`src/rtl/quad_decode_counter_if.sv`:
```
// Encoder phases, counter controls and position outputs of quad_decode_counter.
// The master side drives the encoder and controls; the slave side is the decoder.
interface quad_decode_counter_if #(
  parameter int WIDTH = 8
);
  logic             enc_a;
  logic             enc_b;
  logic             clr;
  logic             ld;
  logic [WIDTH-1:0] d_in;
  logic [WIDTH-1:0] count;
  logic             dir;
  logic             step;
  logic             err;

  modport master (
    output enc_a, enc_b, clr, ld, d_in,
    input  count, dir, step, err
  );

  modport slave (
    input  enc_a, enc_b, clr, ld, d_in,
    output count, dir, step, err
  );
endinterface

```
`src/rtl/quad_decode_counter.sv`:
```
// Quadrature decoder: synchronizes encoder phases A/B, decodes Gray-code steps
// and keeps a modulo-2^WIDTH position count with clear/load and a sticky error.
module quad_decode_counter #(
  parameter int WIDTH       = 8,
  parameter int SYNC_STAGES = 2
) (
  input logic                  clk,
  input logic                  rst_n,
  quad_decode_counter_if.slave bus
);

  logic [SYNC_STAGES-1:0] sync_a;
  logic [SYNC_STAGES-1:0] sync_b;
  logic [SYNC_STAGES-1:0] sync_vld;
  logic [1:0]             state_s;
  logic [1:0]             prev;
  logic                   primed;
  logic [1:0]             delta;
  logic                   step_up;
  logic                   step_dn;
  logic                   illegal;
  logic [WIDTH-1:0]       count_q;
  logic                   dir_q;
  logic                   step_q;
  logic                   err_q;

  // Position of a Gray state along the forward sequence 00,01,11,10.
  function automatic logic [1:0] gray_pos(input logic [1:0] s);
    return {s[1], s[1] ^ s[0]};
  endfunction

  assign state_s = {sync_a[SYNC_STAGES-1], sync_b[SYNC_STAGES-1]};
  assign delta   = gray_pos(state_s) - gray_pos(prev);
  assign step_up = primed && (delta == 2'd1);
  assign step_dn = primed && (delta == 2'd3);
  assign illegal = primed && (delta == 2'd2);

  // sync_vld marks when the last stage holds a real sample rather than its
  // reset value; priming waits for it so an encoder resting at 11 across
  // reset is not mistaken for a 00->11 jump.
  always_ff @(posedge clk or negedge rst_n) begin
    if (!rst_n) begin
      sync_a   <= '0;
      sync_b   <= '0;
      sync_vld <= '0;
    end else begin
      // NOTE: non-blocking assignments let every stage sample the previous
      // stage's old value on the same edge, which is what makes a shift chain.
      sync_a   <= {sync_a[SYNC_STAGES-2:0], bus.enc_a};
      sync_b   <= {sync_b[SYNC_STAGES-2:0], bus.enc_b};
      sync_vld <= {sync_vld[SYNC_STAGES-2:0], 1'b1};
    end
  end

  always_ff @(posedge clk or negedge rst_n) begin
    if (!rst_n) begin
      prev    <= 2'b00;
      primed  <= 1'b0;
      count_q <= '0;
      dir_q   <= 1'b0;
      step_q  <= 1'b0;
      err_q   <= 1'b0;
    end else begin
      if (sync_vld[SYNC_STAGES-1]) begin
        prev   <= state_s;
        primed <= 1'b1;
      end

      step_q <= step_up | step_dn;
      if (step_up)      dir_q <= 1'b1;
      else if (step_dn) dir_q <= 1'b0;

      // clr beats ld beats the decoded step; a dropped step is never replayed
      // because prev has already moved on.
      if (bus.clr) begin
        count_q <= '0;
        err_q   <= 1'b0;
      end else begin
        if (illegal) err_q <= 1'b1;
        if (bus.ld)       count_q <= bus.d_in;
        else if (step_up) count_q <= count_q + WIDTH'(1);
        else if (step_dn) count_q <= count_q - WIDTH'(1);
      end
    end
  end

  assign bus.count = count_q;
  assign bus.dir   = dir_q;
  assign bus.step  = step_q;
  assign bus.err   = err_q;

endmodule

```
`src/flat_wrapper.sv`:
```
// flat-port wrapper written by rule: the top's interface ports become plain ports
module quad_decode_counter_flat 
#(
  parameter int WIDTH       = 8,
  parameter int SYNC_STAGES = 2
)
  (clk, rst_n, bus_enc_a, bus_enc_b, bus_clr, bus_ld, bus_d_in, bus_count, bus_dir, bus_step, bus_err);
  quad_decode_counter_if #(.WIDTH(WIDTH)) bus_i ();
  input logic clk;
  input logic rst_n;
  input wire logic [$bits(bus_i.enc_a)-1:0] bus_enc_a;
  input wire logic [$bits(bus_i.enc_b)-1:0] bus_enc_b;
  input wire logic [$bits(bus_i.clr)-1:0] bus_clr;
  input wire logic [$bits(bus_i.ld)-1:0] bus_ld;
  input wire logic [$bits(bus_i.d_in)-1:0] bus_d_in;
  output wire logic [$bits(bus_i.count)-1:0] bus_count;
  output wire logic [$bits(bus_i.dir)-1:0] bus_dir;
  output wire logic [$bits(bus_i.step)-1:0] bus_step;
  output wire logic [$bits(bus_i.err)-1:0] bus_err;
  assign bus_i.enc_a = bus_enc_a;
  assign bus_i.enc_b = bus_enc_b;
  assign bus_i.clr = bus_clr;
  assign bus_i.ld = bus_ld;
  assign bus_i.d_in = bus_d_in;
  assign bus_count = bus_i.count;
  assign bus_dir = bus_i.dir;
  assign bus_step = bus_i.step;
  assign bus_err = bus_i.err;
  quad_decode_counter #(.WIDTH(WIDTH), .SYNC_STAGES(SYNC_STAGES)) u_core (.clk(clk), .rst_n(rst_n), .bus(bus_i));
endmodule
```
`config.mk`:
```
export PLATFORM = sky130hd
export DESIGN_NAME = quad_decode_counter_flat
export DESIGN_NICKNAME = d
export VERILOG_FILES = /design/src/rtl/quad_decode_counter_if.sv /design/src/rtl/quad_decode_counter.sv /design/src/flat_wrapper.sv
export SDC_FILE = /design/constraint.sdc
export NUM_CORES = 1
export LEC_CHECK = 0
export CAP_MARGIN = 10
export CORE_UTILIZATION = 53
export DETAILED_ROUTE_END_ITERATION = 12
export PLACE_DENSITY = 0.9
export SYNTH_ARGS = -nofsm -noshare
export SYNTH_HDL_FRONTEND = slang
export SYNTH_SLANG_ARGS = --single-unit
```
`constraint.sdc`:
```
create_clock -name clk -period 7 [get_ports clk]
set_input_delay 1.4 -clock clk [delete_from_list [all_inputs] [get_ports clk]]
set_output_delay 1.4 -clock clk [all_outputs]
set_load 0.02 [all_outputs]
```
Word level (Yosys, flattened, before mapping)
Index checks and enable logic that the tools add are counted.

word-level totals
  bits in registers = 20
  input bits = 14
  output and inout port bits = 11

operators by class
  $add $sub $neg = 3
  eq/ne operators = 3
  mux-type cells = 8
  bitwise gates (word level) = 3
  reductions and logical operators = 6

operators with widths
  kind                   count
  $mux W8                4
  $add A8 B1 Y8 const B  1
  $sub A8 B1 Y8 const B  1
  $eq A2 B2 Y1 const B   2
  $mux W1                4
  $reduce_bool A2 Y1     2
  $reduce_bool A4 Y1     1
  $logic_and A1 B1 Y1    3
  $eq A2 B1 Y1 const B   1
  $sub A2 B2 Y2          1
  $xor A1 B1 Y1          2
  $or A1 B1 Y1           1

Longest topological paths before layout
Gate-level depths: netlist (run 1).

  depth after elaboration = 8
  gate-level depth with buffers = 12
  mapped depth without buffers = 11

Worst setup path after synthesis (run 1)
Ideal clock, no wire load.

  path kind = register to register
  from = reg u_core.sync_a[1]
  to = reg u_core.count_q[6], in the netlist u_core.bus.count[6]
  arrival = 2.631 ns
  required time = 6.906 ns
  slack = 4.275 ns
  stages on the path, launching flop included = 13
  period minus slack after synthesis = 2.725 ns
  path through = dfrtp_1 > xnor2_1 > ha_1 > nand2b_1 > buf_2 > inv_2 > nand2_2 > fa_1 > a21o_1 > a211oi_1 > o21bai_1 > xnor2_1 > a211oi_1

on the way
  cells in the longest elaborated chain, start to end = 7
  elaborated cells on any way between the ends = 10
  those cells by class = 1 x add/sub; 2 x eq/ne; 3 x mux; 1 x bitwise; 3 x reduce/logical

ends and longest elaborated chain
  what                      line                       text
  start: declaration        quad_decode_counter.sv:12  logic [SYNC_STAGES-1:0] sync_a;
  start signal: assignment  quad_decode_counter.sv:49  sync_a <= {sync_a[SYNC_STAGES-2:0], bus.enc_a};
  $xor A1 B1 Y1             quad_decode_counter.sv:29  return {s[1], s[1] ^ s[0]};
  $sub A2 B2 Y2 (*)         quad_decode_counter.sv:33  assign delta = gray_pos(state_s) - gray_pos(prev);
  $eq A2 B1 Y1              quad_decode_counter.sv:34  assign step_up = primed && (delta == 2'd1);
  $logic_and A1 B1 Y1       quad_decode_counter.sv:34
  $mux W8                   quad_decode_counter.sv:81  else if (step_up) count_q <= count_q + WIDTH'(1);
  $mux W8                   quad_decode_counter.sv:80  if (bus.ld) count_q <= bus.d_in;
  $mux W8                   quad_decode_counter.sv:75  if (bus.clr) begin
  end signal: assignment    quad_decode_counter.sv:80
  end signal: assignment    quad_decode_counter.sv:81
  end signal: assignment    quad_decode_counter.sv:82  else if (step_dn) count_q <= count_q - WIDTH'(1);
  end: declaration          quad_decode_counter.sv:22  logic [WIDTH-1:0] count_q;

Mark *: on every way between the ends. The rest lies on a longest branch, timed or not.
A chain may end at the register's enable or synchronous reset.

Worst setup path in the final report (run 1)
Ends and elaborated chain as after synthesis.

==> flow_summary.json, run 1 <==
{
  "clk_latency_ns": 0.30,
  "p_seq_share_pct": 31.6,
  "critical-path-max-stage-delay_ns": 0.46,
  "p_int_mw": 0.2920,
  "powerDensity_mw_per_mm2": 328.8,
  "route.detailed.wl_per_inst_um": 14.68,
  "rsz0062_at_grt": "false",
  "tns_ns": 0,
  "drt_iter0_markers": 24,
  "mappedNetlistNets": 130,
  "grt_antenna_before_repair": 0,
  "ctsResizeCount": 0,
  "status": "finished clean",
  "use_met2_pct": 37.03,
  "vdd_drop_max_mv": 0.1740,
  "yosysTopAreaCell": "dfrtp_1",
  "ys_types": 32,
  "busiest_layer": "met2",
  "grt_overflow": 0,
  "stdcell_area_mm2": 0.001419,
  "vias": 855,
  "hp-class": "reg2reg",
  "fin_crit_sh_pct": 43.68,
  "crit_chain": "xnor2_1 -> ha_1 -> nand2b_1 -> inv_2 -> nand2_2 -> fa_1 -> a21o_1 -> a211oi_1 -> o21bai_1 -> xnor2_1 -> a211oi_1",
  "gr-usage-met1_pct": 32.68,
  "cp-end-kind": "flip-flop",
  "worstSetupPathType": "reg2reg",
  "cts_buffer_depth": 2,
  "combPwrFrac_pct": 48.0,
  "post_dp_cell_area_mm2": 0.001366,
  "fillers": 151,
  "drc": 0,
  "die_h_um": 47.74,
  "nets": 155,
  "row_count": 16,
  "max-cap-violations": 0,
  "via_per_inst": 5.411,
  "r2r_end": "u_core.bus.count[6]$_DFFE_PN0P_",
  "period_minus_slack_ns": 3.057,
  "antenna_left": 0,
  "cts.sinks": 20,
  "coreArea_mm2": 0.001962,
  "power_leakage_nw": 0.6081,
  "finalClockSkew_ns": 0.002862,
  "arrival_ns": 3.28,
  "die_x_um": 47.74,
  "synthTopCellsByArea": "dfrtp_1 45%, ha_1 9.0%, nor2_1 5.1%",
  "seq_area_frac_synth_pct": 45.15,
  "p_switching_mw": 0.1744,
  "dieArea_mm2": 0.002279,
  "setup_viol": 0,
  "hold_end": "u_core.sync_b[1]$_DFF_PN0_",
  "synth_area_mm2": 0.001109,
  "fmax_ghz": 0.3271,
  "cts_buffers": 3,
  "seq_area_um2": 500.5,
  "htree_levels": 1,
  "whs_path_depth": 0,
  "ctsHoldBuffers": 0,
  "layout_commonest_cell": "clkdlybuf4s50_1",
  "diodes": 0,
  "layout_common_cells": "24 x clkdlybuf4s50_1, 20 x dfrtp_1, 15 x nor2_1, 11 x a21oi_1, 8 x ha_1",
  "syn2layout_area_growth_pct": 27.99,
  "p_clk_share_pct": 20.5,
  "cts-root-buf": "clkbuf_4",
  "synth_area_per_cell_um2": 10.36,
  "path_delay_family": "compound AO/OA/AOI/OAI gates",
  "r2r_start": "u_core.sync_a[1]$_DFF_PN0_",
  "wl_um": 2320,
  "crit_slowest_cell": "fa_1",
  "critPathLaunchType": "flip-flop",
  "dpl.hpwl_um": 1708,
  "hold_start": "u_core.sync_b[0]$_DFF_PN0_",
  "multiInputGateArea_um2": 588.1,
  "path_buf_inv": 1,
  "yosysWarnings": 0,
  "initial_utilization_pct": 56.51,
  "grt_pass1_vias": 801,
  "track_usage_pct": 22.77,
  "r2r_cells": 11,
  "final_util_pct": 72.32,
  "required_ns": 7.22,
  "path_clk_slew_ns": 0.12,
  "gp_congestion": 0.8141,
  "slew_violations": 0,
  "grt_max_degree": 21,
  "io_buffers": 24,
  "hold_viol_final": 0,
  "cts_tree": "yes",
  "slew_headroom_pct": 43.29,
  "synth_seq_cells": 20,
  "max_slew.worst_pin.slew_ns": 0.8480,
  "grtUsageMet3_pct": 3.396,
  "first_pass_iters": 4,
  "final_layout_size_suffix_gt1_share_pct": 7.634,
  "regToRegSetupSlack_ns": 3.94,
  "postCtsSetupBuffers": 0,
  "grt_first_pass_wirelength_um": 3574,
  "synth_top_area_share_pct": 45.15,
  "io_pins": 25,
  "switching_share_pct": 37.40,
  "netlist_instances": 107,
  "critical_path.max_fanout": 10
}
kinds of logic after synthesis:
group / share of synthesized area [%]
buffers and inverters: 1.805
and+or+nand+nor: 14.90
AOI/OAI and AO/OA: 15.91
DFF: 45.15
muxes: 2.031
adders and majority gates: 10.84
other: 0.3383
xor gates and xnor gates: 9.030
final cells by class:
type | instances | area share, %
Multi-Input combinational cell | 82 | 41.45
Sequential cell | 20 | 35.27
Timing Repair Buffer | 24 | 16.93
Tap cell | 27 | 2.381
Clock inverter | 1 | 2.116
Clock buffer | 3 | 1.587
Inverter | 1 | 0.2646
synth_stat cells (all sizes together):
| library cell | instances |
|---|---|
| nor3b | 1 |
| or4 | 2 |
| conb | 1 |
| buf | 1 |
| fa | 1 |
| o21ai | 3 |
| a21oi | 11 |
| inv | 1 |
| xnor3 | 1 |
| o22ai | 1 |
| nor3 | 3 |
| nand4b | 1 |
| nor2b | 1 |
| xor2 | 3 |
| dfrtp | 20 |
| o221ai | 1 |
| mux2 | 2 |
| xnor2 | 5 |
| nand2 | 8 |
| nor2 | 16 |
| nand2b | 1 |
| clkbuf | 3 |
| ha | 8 |
| a21o | 2 |
| a211oi | 7 |
| o21bai | 2 |
| or2 | 1 |
state kept, by name, summed over array words and instances (netlist names):
name	flops
u_core.bus.count	8
u_core.bus.dir	1
u_core.bus.err	1
u_core.bus.step	1
u_core.prev	2
u_core.primed	1
u_core.sync_a	2
u_core.sync_b	2
u_core.sync_vld	2
power groups by stage:
stage          clock network [mW]  logic (mW)  registers, mW
2_1_floorplan                   0       0.140          0.164
3_3_place_gp                    0       0.212          0.149
6_report                   0.0954       0.224          0.147
5_1_grt                     0.103       0.247          0.149
3_5_place_dp                    0       0.220          0.150
4_1_cts                    0.0980       0.222          0.148
per-stage QoR:
step,std cells,setup WS (ns),total power [mW],hold slack (ns)
finish,158,3.943,0.4665,0.3604
global route,158,3.704,0.4999,0.3709
CTS,158,3.976,0.4680,0.3628
detailed placement,154,4.006,0.3700,0.3347
global placement,154,4.051,0.3612,0.3314
floorplan,107,4.275,0.3041,0.3312
layer usage:
metal  wire [um]  up-vias
met5           0        -
met4           8        0
met3         117        2
met2        1141       32
met1        1052      395
li1            -      426
worst max-delay path by stage:
stage,startpoint,end,slack (ns),cells after the start
3_3_place_gp,bus_ld,u_core.bus.count[7]$_DFFE_PN0P_,4.05,3
3_5_place_dp,bus_ld,u_core.bus.count[7]$_DFFE_PN0P_,4.01,3
5_1_grt,u_core.sync_a[1]$_DFF_PN0_,u_core.bus.count[6]$_DFFE_PN0P_,3.70,11
6_report,u_core.sync_a[1]$_DFF_PN0_,u_core.bus.count[6]$_DFFE_PN0P_,3.94,11
4_1_cts,u_core.prev[1]$_DFFE_PN0P_,u_core.bus.count[6]$_DFFE_PN0P_,3.98,11
2_1_floorplan,u_core.sync_a[1]$_DFF_PN0_,u_core.bus.count[6]$_DFFE_PN0P_,4.27,12
Power figures use the tool's default switching activity.
==> run 2, diff against run 1 <==
Settings changed: CORE_UTILIZATION 53 to 49, PLACE_DENSITY 0.9 to 0.84.
Clock period 7 ns to 2.9 ns, I/O delays scaled along.
==> run 2 against run 1 <==
Critical path depth unchanged. Clock-buffer cell count unchanged. Maximum frequency increased by 12%. Clock skew rose by 0.0040 ns. Sequential power increased by 140%. Worst hold slack is essentially flat. Via count increased by 2.5%. Highest routed layer unchanged.
==> flow_summary.json, run 2 (synthesis gave the netlist of run 1 again) <==
{
  "via_per_inst": 5.441,
  "seq_area_um2": 500.5,
  "io_pins": 25,
  "critPathLaunchType": "flip-flop",
  "route.detailed.wl_per_inst_um": 14.71,
  "period_minus_slack_ns": 2.725,
  "rsz0062_at_grt": "false",
  "hold_viol_final": 0,
  "crit_slowest_cell": "dfrtp_1",
  "regToRegSetupSlack_ns": 0.17,
  "cts_tree": "yes",
  "row_count": 16,
  "drt_iter0_markers": 9,
  "postCtsSetupBuffers": 0,
  "path_delay_family": "compound AO/OA/AOI/OAI gates",
  "slew_violations": 0,
  "cts_buffer_depth": 2,
  "multiInputGateArea_um2": 603.1,
  "dpl.hpwl_um": 1709,
  "die_x_um": 49.57,
  "grt_max_degree": 21,
  "vdd_drop_max_mv": 0.4533,
  "crit_chain": "xnor2_1 -> ha_1 -> nand2b_1 -> inv_2 -> nand2_4 -> fa_2 -> a21o_1 -> a211oi_1 -> o21bai_1 -> xnor2_1 -> a211oi_1",
  "diodes": 0,
  "hp-class": "reg2reg",
  "grt_antenna_before_repair": 0,
  "fmax_ghz": 0.3669,
  "final_layout_size_suffix_gt1_share_pct": 10.45,
  "io_buffers": 24,
  "drc": 0,
  "die_h_um": 49.57,
  "grt_first_pass_wirelength_um": 4133,
  "largest_reg_flops": 8,
  "vias": 876,
  "status": "finished clean",
  "fillers": 169,
  "nets": 158,
  "path_buf_inv": 1,
  "antenna_left": 0,
  "layout_common_cells": "24 x clkdlybuf4s50_1, 20 x dfrtp_1, 15 x nor2_1, 11 x a21oi_1, 8 x ha_1",
  "place_ws_ns": 0.08886,
  "cts-root-buf": "clkbuf_4",
  "initial_utilization_pct": 54.29,
  "whs_path_depth": 0,
  "required_ns": 3.12,
  "hold_start": "u_core.sync_vld[0]$_DFF_PN0_",
  "r2r_start": "u_core.sync_a[1]$_DFF_PN0_",
  "slew_headroom_pct": 43.34,
  "max-cap-violations": 0,
  "dieArea_mm2": 0.002457,
  "setup_viol": 0,
  "coreArea_mm2": 0.002042,
  "critical_path.max_fanout": 10,
  "r2r_end": "u_core.bus.count[6]$_DFFE_PN0P_",
  "grt_pass1_vias": 916,
  "powerDensity_mw_per_mm2": 794.6,
  "fin_crit_sh_pct": 93.98,
  "tns_ns": 0,
  "r2r_cells": 11,
  "htree_levels": 1,
  "first_pass_iters": 4,
  "cp-end-kind": "flip-flop",
  "setup_ws_ns": 0.1747,
  "cts.sinks": 20,
  "finalClockSkew_ns": 0.006826,
  "syn2layout_area_growth_pct": 31.38,
  "layout_commonest_cell": "clkdlybuf4s50_1",
  "clk_latency_ns": 0.31,
  "grt_overflow": 0,
  "max_slew.worst_pin.slew_ns": 0.8473,
  "cts_buffers": 3,
  "track_usage_pct": 22.53,
  "path_clk_slew_ns": 0.11,
  "wl_um": 2368,
  "arrival_ns": 2.94,
  "critical-path-max-stage-delay_ns": 0.44,
  "power_leakage_nw": 0.6283,
  "hold_end": "u_core.sync_vld[1]$_DFF_PN0_",
  "worstSetupPathType": "reg2reg",
  "gp_congestion": 0.9851
}
[run 2: worst max-delay path by stage]
stage / to / slack, ns / cells after the start / startpoint
2_1_floorplan: u_core.bus.count[6]$_DFFE_PN0P_ / 0.17 / 12 / u_core.sync_a[1]$_DFF_PN0_
3_3_place_gp: u_core.bus.count[6]$_DFFE_PN0P_ / 0.27 / 11 / u_core.sync_a[1]$_DFF_PN0_
3_5_place_dp: u_core.bus.count[6]$_DFFE_PN0P_ / 0.09 / 11 / u_core.sync_a[1]$_DFF_PN0_
4_1_cts: u_core.bus.count[6]$_DFFE_PN0P_ / 0.05 / 11 / u_core.sync_a[1]$_DFF_PN0_
5_1_grt: u_core.bus.count[6]$_DFFE_PN0P_ / 0.03 / 11 / u_core.sync_a[1]$_DFF_PN0_
6_report: u_core.bus.count[6]$_DFFE_PN0P_ / 0.17 / 11 / u_core.sync_a[1]$_DFF_PN0_
[run 2: worst register-to-register path: cells and delay by family (launching register included)]
family	cells	cell delay, ns
AOI/OAI and AO/OA	4	0.85
adders and majority gates	2	0.68
DFF	1	0.44
and+or+nand+nor	2	0.29
xor gates and xnor gates	2	0.28
buffers and inverters	1	0.09
[run 2: routing by layer]
layer | global-route usage [%] | vias up | routed length [um]
met5 | 0 | - | 0
met2 | 38.74 | 23 | 1169
li1 | - | 429 | -
met1 | 27.91 | 421 | 1092
met4 | 10.00 | 0 | 29
met3 | 3.086 | 3 | 76
[run 2: through the flow]
stage	power [mW]	hold slack (ns)	util (%)	instance area, um2	cells
finish	1.157	0.3605	71.32	1456	161
global route	1.232	0.3714	71.32	1456	161
CTS	1.146	0.3615	70.59	1441	161
detailed placement	0.9048	0.3347	68.01	1389	157
global placement	0.8842	0.3331	68.01	1389	157
floorplan	0.7341	0.2844	-	1109	107
[run 2: repair_timing]
action	in CTS	in global routing
resized for setup	0	3
hold buffers	0	0
setup endpoints to repair	0	2
[run 2: report_power, final]
group / internal [mW] / total [mW] / switching (mW)
sequential: 0.319 / 0.355 / 0.0363
clock: 0.140 / 0.231 / 0.0913
combinational: 0.266 / 0.571 / 0.305
[run 2: area by class of cell]
cell class,instances,share of cell area [%]
clock buffer,3,1.546
inverter,1,0.2577
tap,27,2.320
clock inverter,1,2.062
timing repair buffer,27,18.04
sequential,20,34.36
multi-input combinational,82,41.41
==> run 3, diff against run 2 <==
Settings changed: CORE_UTILIZATION 49 to 50, CTS_BUF_LIST set to sky130_fd_sc_hd__clkbuf_8, PLACE_DENSITY 0.84 to 0.85.
==> run 3 against run 2 <==
Non-clock buffer count fell by 1. Setup slack improved by 0.059 ns. Flip-flop and latch count is the same. Worst hold slack got worse by 0.010 ns. Clock power rose by 23%. Clock skew down 0.0026 ns. Total power is 3.0% higher. Critical path depth unchanged. Die area decreased by 1.9%. Clock-buffer cell count stayed put. Design area increased by 0.26%. Utilization is 0.89 points higher.
==> flow_summary.json, run 3 (synthesis gave the netlist of run 1 again) <==
{
  "status": "finished clean",
  "critical_path.max_fanout": 10,
  "total_power_mw": 1.192,
  "via_per_inst": 5.363,
  "gp_congestion": 0.8285,
  "whs_path_depth": 0,
  "diodes": 0,
  "wl_um": 2150,
  "vdd_drop_max_mv": 0.5402,
  "cts.sinks": 20,
  "regToRegSetupSlack_ns": 0.23,
  "grt_first_pass_wirelength_um": 3815,
  "fillers": 151,
  "powerDensity_mw_per_mm2": 816.0,
  "die_h_um": 49.09,
  "first_pass_iters": 4,
  "clk_latency_ns": 0.27,
  "max-cap-violations": 0,
  "hold_end": "u_core.sync_a[1]$_DFF_PN0_",
  "r2r_end": "u_core.bus.count[6]$_DFFE_PN0P_",
  "grt_antenna_before_repair": 0,
  "period_minus_slack_ns": 2.666,
  "grt_max_degree": 21,
  "final_layout_size_suffix_gt1_share_pct": 9.774,
  "fin_crit_sh_pct": 91.94,
  "die_x_um": 49.09,
  "r2r_start": "u_core.prev[1]$_DFFE_PN0P_",
  "hold_viol_final": 0,
  "layout_commonest_cell": "clkdlybuf4s50_1",
  "crit_slowest_cell": "dfrtp_1",
  "worstSetupPathType": "reg2reg",
  "finalClockSkew_ns": 0.004182,
  "path_buf_inv": 1,
  "cts_buffers": 3,
  "stdcell_area_mm2": 0.001460,
  "dpl.hpwl_um": 1573,
  "initial_utilization_pct": 54.83,
  "track_usage_pct": 21.06,
  "syn2layout_area_growth_pct": 31.72,
  "row_count": 16,
  "hp-class": "reg2reg",
  "hold_start": "u_core.sync_a[0]$_DFF_PN0_",
  "antenna_left": 0,
  "grt_overflow": 0,
  "coreArea_mm2": 0.002022,
  "htree_levels": 1,
  "required_ns": 3.07,
  "slew_violations": 0,
  "arrival_ns": 2.84,
  "cts-root-buf": "clkbuf_8",
  "r2r_cells": 11,
  "crit_chain": "xor2_1 -> ha_1 -> nand2b_1 -> inv_2 -> nand2_4 -> fa_2 -> a21o_1 -> a211oi_1 -> o21bai_1 -> xnor2_1 -> a211oi_1",
  "setup_viol": 0,
  "path_delay_family": "compound AO/OA/AOI/OAI gates",
  "critPathLaunchType": "flip-flop",
  "io_pins": 25,
  "fmax_ghz": 0.3751,
  "grt_pass1_vias": 879,
  "slew_headroom_pct": 44.06,
  "io_buffers": 24,
  "drc": 0,
  "dieArea_mm2": 0.002409,
  "rsz0062_at_grt": "false",
  "route.detailed.wl_per_inst_um": 13.44,
  "max_slew.worst_pin.slew_ns": 0.8365,
  "nets": 157,
  "path_clk_slew_ns": 0.08,
  "post_dp_cell_area_mm2": 0.001381,
  "cts_tree": "yes",
  "critical-path-max-stage-delay_ns": 0.41,
  "critPathMostFrequentCell": "a211oi_1",
  "layout_common_cells": "24 x clkdlybuf4s50_1, 20 x dfrtp_1, 15 x nor2_1, 11 x a21oi_1, 8 x ha_1",
  "cts_buffer_depth": 2,
  "hold_ws_ns": 0.3501,
  "vias": 858,
  "cp-end-kind": "flip-flop",
  "tns_ns": 0,
  "power_leakage_nw": 0.6292,
  "largest_reg_flops": 8,
  "drt_iter0_markers": 12
}
## run 3: cell types whose count changed in the layout (fill, tap and decap cells not counted), sizes merged
cell,before,now
buf,3,2
## run 3: final cells by class
| type | count | area (um2) | share of cell area, % |
|---|---|---|---|
| clock buffer | 3 | 41.29 | 2.828 |
| clock inverter | 1 | 30.03 | 2.057 |
| inverter | 1 | 3.754 | 0.2571 |
| multi-input combinational | 82 | 595.6 | 40.79 |
| sequential | 20 | 500.5 | 34.28 |
| tap | 27 | 33.78 | 2.314 |
| timing repair buffer | 26 | 255.2 | 17.48 |
## run 3: what timing repair did
| action | in CTS | in global routing |
|---|---|---|
| endpoints found under the setup margin | 0 | 1 |
| endpoints found under the hold margin | 0 | 0 |
| gates resized for setup | 0 | 2 |
| buffers inserted | 0 | 0 |
| hold buffers | 0 | 0 |
## run 3: how the worst max path moves through the flow
stage | to | slack (ns) | cells after the start | startpoint
floorplan | u_core.bus.count[6]$_DFFE_PN0P_ | 0.17 | 12 | u_core.sync_a[1]$_DFF_PN0_
global placement | u_core.bus.count[6]$_DFFE_PN0P_ | 0.29 | 11 | u_core.sync_a[1]$_DFF_PN0_
detailed placement | u_core.bus.count[6]$_DFFE_PN0P_ | 0.13 | 11 | u_core.sync_a[1]$_DFF_PN0_
CTS | u_core.bus.count[6]$_DFFE_PN0P_ | 0.07 | 11 | u_core.sync_a[1]$_DFF_PN0_
global route | u_core.bus.count[6]$_DFFE_PN0P_ | 0.02 | 11 | u_core.sync_a[1]$_DFF_PN0_
finish | u_core.bus.count[6]$_DFFE_PN0P_ | 0.23 | 11 | u_core.prev[1]$_DFFE_PN0P_
## run 3: through the flow
step	instances	setup WS, ns	utilization (%)
floorplan	107	0.1749	-
global placement	156	0.2854	68.32
detailed placement	156	0.1324	68.32
CTS	160	0.06553	71.84
global route	160	0.02185	72.22
finish	160	0.2338	72.22
## run 3: power breakdown
group	internal (mW)	leakage, nW	switching (mW)
logic	0.261	0.350	0.292
registers	0.319	0.244	0.0347
clock network	0.185	0.0357	0.0995
## run 3: layer usage
| layer | up-vias | global-route usage, % | routed length (um) |
|---|---|---|---|
| li1 | 427 | - | - |
| met1 | 386 | 27.29 | 952 |
| met2 | 38 | 33.33 | 994 |
| met3 | 7 | 5.296 | 158 |
| met4 | 0 | 8.824 | 44 |
| met5 | - | 0 | 0 |
